File: config.mk
export PLATFORM = sky130hd
export DESIGN_NAME = fp_mul_arbiter
export DESIGN_NICKNAME = d
export VERILOG_FILES = /design/src/rtl/fp_mul_arbiter.sv
export SDC_FILE = /design/constraint.sdc
export NUM_CORES = 1
export LEC_CHECK = 0
export CORE_AREA = 2 2 120 122
export CTS_BUF_LIST = sky130_fd_sc_hd__clkbuf_2
export DETAILED_ROUTE_END_ITERATION = 12
export DIE_AREA = 0 0 122 124
export GPL_ROUTABILITY_DRIVEN = 0
export PLACE_DENSITY = 0.79
export SLEW_MARGIN = 20
export SYNTH_ARGS = -nofsm -noshare
export SYNTH_HDL_FRONTEND = slang
export SYNTH_SLANG_ARGS = --single-unit
File: constraint.sdc
create_clock -name clk -period 4.15 [get_ports clk]
set_input_delay 0.83 -clock clk [delete_from_list [all_inputs] [get_ports clk]]
set_output_delay 0.83 -clock clk [all_outputs]
set_load 0.05 [all_outputs]
File: src/rtl/fp_mul_arbiter.sv
// Two-requester round-robin arbiter in front of one non-pipelined FP multiplier.
// Define FP_MUL_ARB_TIMEOUT_EN to enable the WAIT_Z watchdog (quiet-NaN abort, sticky timeout_err).
module fp_mul_arbiter #(
    parameter int TIMEOUT = 64
) (
    input  logic        clk,
    input  logic        rst,
    input  logic [31:0] req0_a,
    input  logic [31:0] req0_b,
    input  logic        req0_stb,
    output logic        req0_ack,
    output logic [31:0] req0_z,
    output logic        req0_z_stb,
    input  logic        req0_z_ack,
    input  logic [31:0] req1_a,
    input  logic [31:0] req1_b,
    input  logic        req1_stb,
    output logic        req1_ack,
    output logic [31:0] req1_z,
    output logic        req1_z_stb,
    input  logic        req1_z_ack,
    output logic [31:0] mul_a,
    output logic [31:0] mul_b,
    output logic        mul_a_stb,
    output logic        mul_b_stb,
    input  logic        mul_a_ack,
    input  logic        mul_b_ack,
    input  logic [31:0] mul_z,
    input  logic        mul_z_stb,
    output logic        mul_z_ack,
    output logic        busy,
    output logic        timeout_err
);

    if (TIMEOUT < 2 || TIMEOUT > 65535) begin : g_timeout_range
        $error("fp_mul_arbiter: TIMEOUT must be in 2..65535");
    end

    typedef enum logic [1:0] {IDLE, ISSUE, WAIT_Z, RETURN} state_t;

    state_t      state;
    logic        owner;
    logic        last;
    logic [31:0] op_a;
    logic [31:0] op_b;
    logic [31:0] res;
    logic        grant;
    logic        z_take;
    logic        tmo_hit;

    // A single requester wins outright; a tie goes to the one not served last.
    assign grant  = (req0_stb && req1_stb) ? !last : req1_stb;
    // While our own ack pulse is out, a still-high mul_z_stb is the same result, not a new one.
    assign z_take = (state == WAIT_Z) && mul_z_stb && !mul_z_ack;

    assign mul_a  = op_a;
    assign mul_b  = op_b;
    assign req0_z = req0_z_stb ? res : '0;
    assign req1_z = req1_z_stb ? res : '0;
    assign busy   = (state != IDLE);

`ifdef FP_MUL_ARB_TIMEOUT_EN
    localparam logic [15:0] TMO_LAST = 16'(TIMEOUT - 1);

    logic [15:0] tmo_cnt;

    assign tmo_hit = (state == WAIT_Z) && !z_take && (tmo_cnt == TMO_LAST);

    always_ff @(posedge clk or posedge rst) begin
        if (rst) begin
            tmo_cnt     <= '0;
            timeout_err <= 1'b0;
        end else begin
            tmo_cnt <= (state == WAIT_Z) ? tmo_cnt + 16'd1 : '0;
            if (tmo_hit)
                timeout_err <= 1'b1;
        end
    end
`else
    assign tmo_hit     = 1'b0;
    assign timeout_err = 1'b0;
`endif

    always_ff @(posedge clk or posedge rst) begin
        if (rst) begin
            state      <= IDLE;
            owner      <= 1'b0;
            last       <= 1'b1;
            op_a       <= '0;
            op_b       <= '0;
            res        <= '0;
            req0_ack   <= 1'b0;
            req1_ack   <= 1'b0;
            req0_z_stb <= 1'b0;
            req1_z_stb <= 1'b0;
            mul_a_stb  <= 1'b0;
            mul_b_stb  <= 1'b0;
            mul_z_ack  <= 1'b0;
        end else begin
            req0_ack  <= 1'b0;
            req1_ack  <= 1'b0;
            mul_z_ack <= 1'b0;
            if (mul_z_stb && !mul_z_ack && state != WAIT_Z)
                mul_z_ack <= 1'b1;

            case (state)
                IDLE: begin
                    if (req0_stb || req1_stb) begin
                        owner     <= grant;
                        last      <= grant;
                        op_a      <= grant ? req1_a : req0_a;
                        op_b      <= grant ? req1_b : req0_b;
                        req0_ack  <= !grant;
                        req1_ack  <= grant;
                        mul_a_stb <= 1'b1;
                        mul_b_stb <= 1'b1;
                        state     <= ISSUE;
                    end
                end
                ISSUE: begin
                    if (mul_a_ack)
                        mul_a_stb <= 1'b0;
                    if (mul_b_ack)
                        mul_b_stb <= 1'b0;
                    if ((!mul_a_stb || mul_a_ack) && (!mul_b_stb || mul_b_ack))
                        state <= WAIT_Z;
                end
                WAIT_Z: begin
                    if (z_take) begin
                        res        <= mul_z;
                        mul_z_ack  <= 1'b1;
                        req0_z_stb <= !owner;
                        req1_z_stb <= owner;
                        state      <= RETURN;
                    end else if (tmo_hit) begin
                        res        <= 32'h7FC0_0000;
                        req0_z_stb <= !owner;
                        req1_z_stb <= owner;
                        state      <= RETURN;
                    end
                end
                RETURN: begin
                    if (owner ? req1_z_ack : req0_z_ack) begin
                        req0_z_stb <= 1'b0;
                        req1_z_stb <= 1'b0;
                        state      <= IDLE;
                    end
                end
                default: state <= IDLE;
            endcase
        end
    end

endmodule

# Word-level counts from Yosys, hierarchy flattened
# Cells that the tools add are included.
# totals
register_bits	107
wordCells	76
output_inout_bits	137
# classes
n_reduce_logical	25
muxes	28
eq_ne	10
# op_table
cell	count
32-bit 2-to-1 mux	4
1-bit 2-to-1 mux	15
2-bit != test, second input constant	7
3-bit AND reduction	3
2-bit 2-to-1 mux	4
1-bit case mux with 2 select lines	4
2-bit case mux with 4 select lines	1
1-bit logical AND	6
1-bit logical NOT	6
2-bit nonzero test	3
2-bit equality test, second input constant	2
2-bit AND reduction	2
4-bit AND reduction	1
1-bit logical OR	3
2-bit by 1-bit equality test with 1-bit output, second input constant	1
2-bit logical NOT	1

# Logic depth before layout (Yosys ltp)
# depth
depth_word	6
ltp_mapped	7
depth_no_buf	6

# Worst setup path after synthesis
# Ideal clock, no wire load.
# synth_path
path_kind	flip-flop to output port
start	register req1_z_stb
end	output req1_z[31]
t_required_ps	3320
setup_slack_ps	1932
path_stages_with_launch	3
arrival_time_ps	1388
n_path_buf	1
cell_sequence	dfrtp_1 clkbuf_1 and2_1
# synth_between
elab_chain_len	1
# synth_lines
item	line_no	text
start: declaration	20	output logic req1_z_stb,
start signal: assignment	133	req1_z_stb <= owner;
start signal: assignment	138	req1_z_stb <= owner;
32-bit 2-to-1 mux	59	assign req1_z = req1_z_stb ? res : '0;
end: declaration	19	output logic [31:0] req1_z,
# Every way passes these cells.

# Worst setup path in the final report
# layout_path
start	register req0_z_stb
end	output req0_z[11]
# layout_between
elab_chain_len	1
# layout_lines
item	line_no	text
start: declaration	13	output logic req0_z_stb,
start signal: assignment	132	req0_z_stb <= !owner;
start signal: assignment	137	req0_z_stb <= !owner;
32-bit 2-to-1 mux	58	assign req0_z = req0_z_stb ? res : '0;
end: declaration	12	output logic [31:0] req0_z,
# Every way passes these cells.

==> flow_metrics.py <==
metrics = {
    "outcome": {
        "status": "finished clean",
    },
    "worst_setup_path": {
        "cp.buffers_inverters": 1,
        "crit_path_end_kind": "output pin",
        "worstSetupStartpointType": "flop",
        "path_cells": "and2_1, clkdlybuf4s50_1",
        "cpMaxStageDelayCell": "dfrtp_1",
        "worstRegToRegCells": 8,
        "slowest_delay_ns": 0.97,
        "r2r_slack_ns": 1.81,
        "timing.rr.end": "mul_a[31]",
        "critPathKind": "reg -> out",
        "worstPathArrival_ns": 2.61,
        "cp-startpoint": "req0_z_stb",
        "cp_data_required_time_ns": 3.32,
        "r2r-start": "state[0]",
        "cp_max_fo": 35,
        "critical-path-top-delay-family": "flip-flops",
    },
    "cells_and_area": {
        "multiInputGateArea_mm2": 0.00187,
        "regArea_mm2": 0.00268,
        "n_fill_cell": 1114,
        "area_growth_pct": 67.7,
        "final_common_cell": "clkdlybuf4s50_1",
        "n_antenna_cell": 0,
        "finish.utilization_pct": 59.7,
        "fin_nets": 893,
        "drive_gt1_share_pct": 4.14,
        "final_cell_mix": "clkdlybuf4s50_1, dfrtp_1, and2_1, inv_1, a222oi_1",
    },
    "worst_hold_path": {
        "hold_start": "mul_a[21]",
        "hold_class": "reg -> reg",
        "min_path_cells": 2,
        "hold-path-endpoint": "mul_a[21]",
    },
    "job": {
        "cap_viol_max_count": 0,
    },
    "timing": {
        "finalCriticalPeriod_ns": 3.44,
        "setup_viol": 0,
        "fmax_mhz": 290,
        "hold_viol_final": 0,
        "timing.final.crit_share_pct": 83.0,
        "worst_pin_slew_ns": 0.860,
        "tns_ns": 0,
        "grt_setup_unrepaired": "false",
        "slew_viol_final": 0,
        "relSlewSlack_pct": 42.7,
        "fin_skew_ns": 0.0292,
    },
    "clock_network": {
        "clk_pin_slew_ns": 0.29,
        "cts_resized": 0,
        "htreeDepth": 3,
        "cts_tree": "built",
        "post_cts_buffers": 0,
        "clockBufferDepth": 2,
        "clock-root-buffer": "clkbuf_2",
        "hold_buffers": 0,
        "clk_latency_ns": 0.57,
        "numCtsBuffers": 9,
        "cts.sinks": 107,
    },
    "drt": {
        "first_pass_iters": 6,
        "routedWlPerCell_um": 16.4,
        "postRouteAntennaNets": 0,
        "vias": 4445,
        "wl_mm": 14.8,
        "drt-initial-drc-count": 323,
        "drc_errors": 0,
        "via_per_inst": 4.91,
    },
    "synth": {
        "avgSynthCellArea_um2": 11.4,
        "synthCells": 427,
        "ys_seq_elements": 107,
        "synth_area_leaders": "dfrtp_1, a222oi_1, and2_1",
        "ys_warn_count": 0,
        "yosysSeqAreaShare_pct": 54.8,
        "synth_nets": 600,
        "yosysTopAreaCell": "dfrtp_1",
        "syn_area_mm2": 0.00488,
        "ys_types": 31,
        "yosys.area.top_type_share_pct": 54.3,
    },
    "pwr": {
        "power_density_mw_per_mm2": 753,
        "ir_worst_vdd_mv": 0.592,
        "leakage_nw": 3.64,
    },
    "global_route": {
        "grt_pass1_wl_mm": 22.6,
        "grt_max_degree": 54,
        "track_usage_pct": 19.2,
        "grt_pass1_vias": 4516,
        "antenna_found_initial": 0,
        "grt_overflow_total": 0,
    },
    "die": {
        "rows": 43,
        "ios": 306,
        "die_w_um": 122,
        "coreArea_mm2": 0.0137,
        "die_y_um": 124,
        "dieArea_mm2": 0.0151,
        "start_util_pct": 35.6,
    },
    "placement": {
        "hpwl_mm": 11.6,
        "io_buffers": 304,
    },
}
[flip-flops by register name (all words and copies together) (netlist names)]
register and count:
owner 1, last 1, req1_ack 1, mul_a_stb 1, mul_b 32, req1_z_stb 1, req0_ack 1, mul_a 32
state 2, res 32, req0_z_stb 1, mul_b_stb 1, mul_z_ack 1
[power breakdown]
part           total, mW  leakage [nW]  internal [mW]  switching, mW
combinational       3.76          2.27           1.36           2.39
clock              0.499        0.0731          0.149          0.351
sequential          1.91          1.30           1.55          0.361
total               6.17          3.64           3.06           3.10
[tightest hold or removal path, cell delays in order, from the launching register on]
cell and delay, ns:
dfrtp_1 0.41, nand2_1 0.05, o21ai_1 0.06
[synth_stat cells]
cell type and n:
dfrtp_1 106, and2_1 65, inv_1 49, a222oi_1 42
mux2_1 33, nand2_1 26, o21ai_1 24, mux2i_1 23
clkbuf_1 14, buf_2 10, a21oi_1 4, buf_6 4
ha_1 4, a21o_1 3, buf_4 2, nor2_1 2
o2bb2ai_1 2, a21boi_2 1, a221oi_1 1, a22o_1 1
a22oi_1 1, a31oi_1 1, conb_1 1, dfstp_2 1
inv_2 1, nand2b_1 1, nor3_1 1, o21ai_2 1
o22ai_1 1, o32a_1 1, or3b_1 1
[metrics by stage]
stage | hold slack [ns] | instances | setup slack [ns] | cell area, µm² | power (mW)
detailed placement | 0.475 | 889 | 1.19 | 8070 | 5.72
global route | 0.567 | 905 | 0.449 | 8190 | 6.53
CTS | 0.529 | 905 | 0.606 | 8190 | 6.23
global placement | 0.470 | 889 | 1.31 | 8070 | 5.62
finish | 0.524 | 905 | 0.707 | 8190 | 6.17
floorplan | 0.470 | 427 | 0.504 | 4880 | 4.36
[area by class of cell]
type / count / share of cell area (%)
Clock inverter: 6 / 0.886
Timing Repair Buffer: 312 / 37.9
Multi-Input combinational cell: 240 / 22.9
Clock buffer: 10 / 0.611
Tap cell: 180 / 2.75
Inverter: 50 / 2.32
Sequential cell: 107 / 32.7
[routing by layer]
metal  routed length, µm  GRT usage (%)  vias up
li1                    -              -     2087
met1                5800           22.2     2105
met3                1120           4.30       20
met4                 258           6.11        0
met2                7660           35.1      233
met5                   0              0        -
[cells by family (layout without fill, tap and decap cells)]
| group | Yosys count | count (layout) | synth area share (%) |
|---|---|---|---|
| buffers and inverters | 80 | 378 | 7.17 |
| AND/OR/NAND/NOR | 96 | 96 | 10.9 |
| adder cells (fa/ha/maj) | 4 | 4 | 1.02 |
| flip-flops | 107 | 107 | 54.8 |
| AO/OA/AOI/OAI | 83 | 83 | 13.7 |
| other | 1 | 1 | 0.0768 |
| multiplexers | 56 | 56 | 12.3 |
[worst max-delay path by stage]
stage / slack [ns] / endpoint / cells after the start
after global routing: 0.45 / req1_z[30] / 2
final: 0.71 / req0_z[11] / 2
after floorplan: 0.50 / mul_a[0] / 1
after global placement: 1.31 / mul_a[10] / 6
after CTS: 0.61 / req0_z[11] / 2
after detailed placement: 1.19 / mul_a[31] / 6
(Power assumes the default switching activity.)
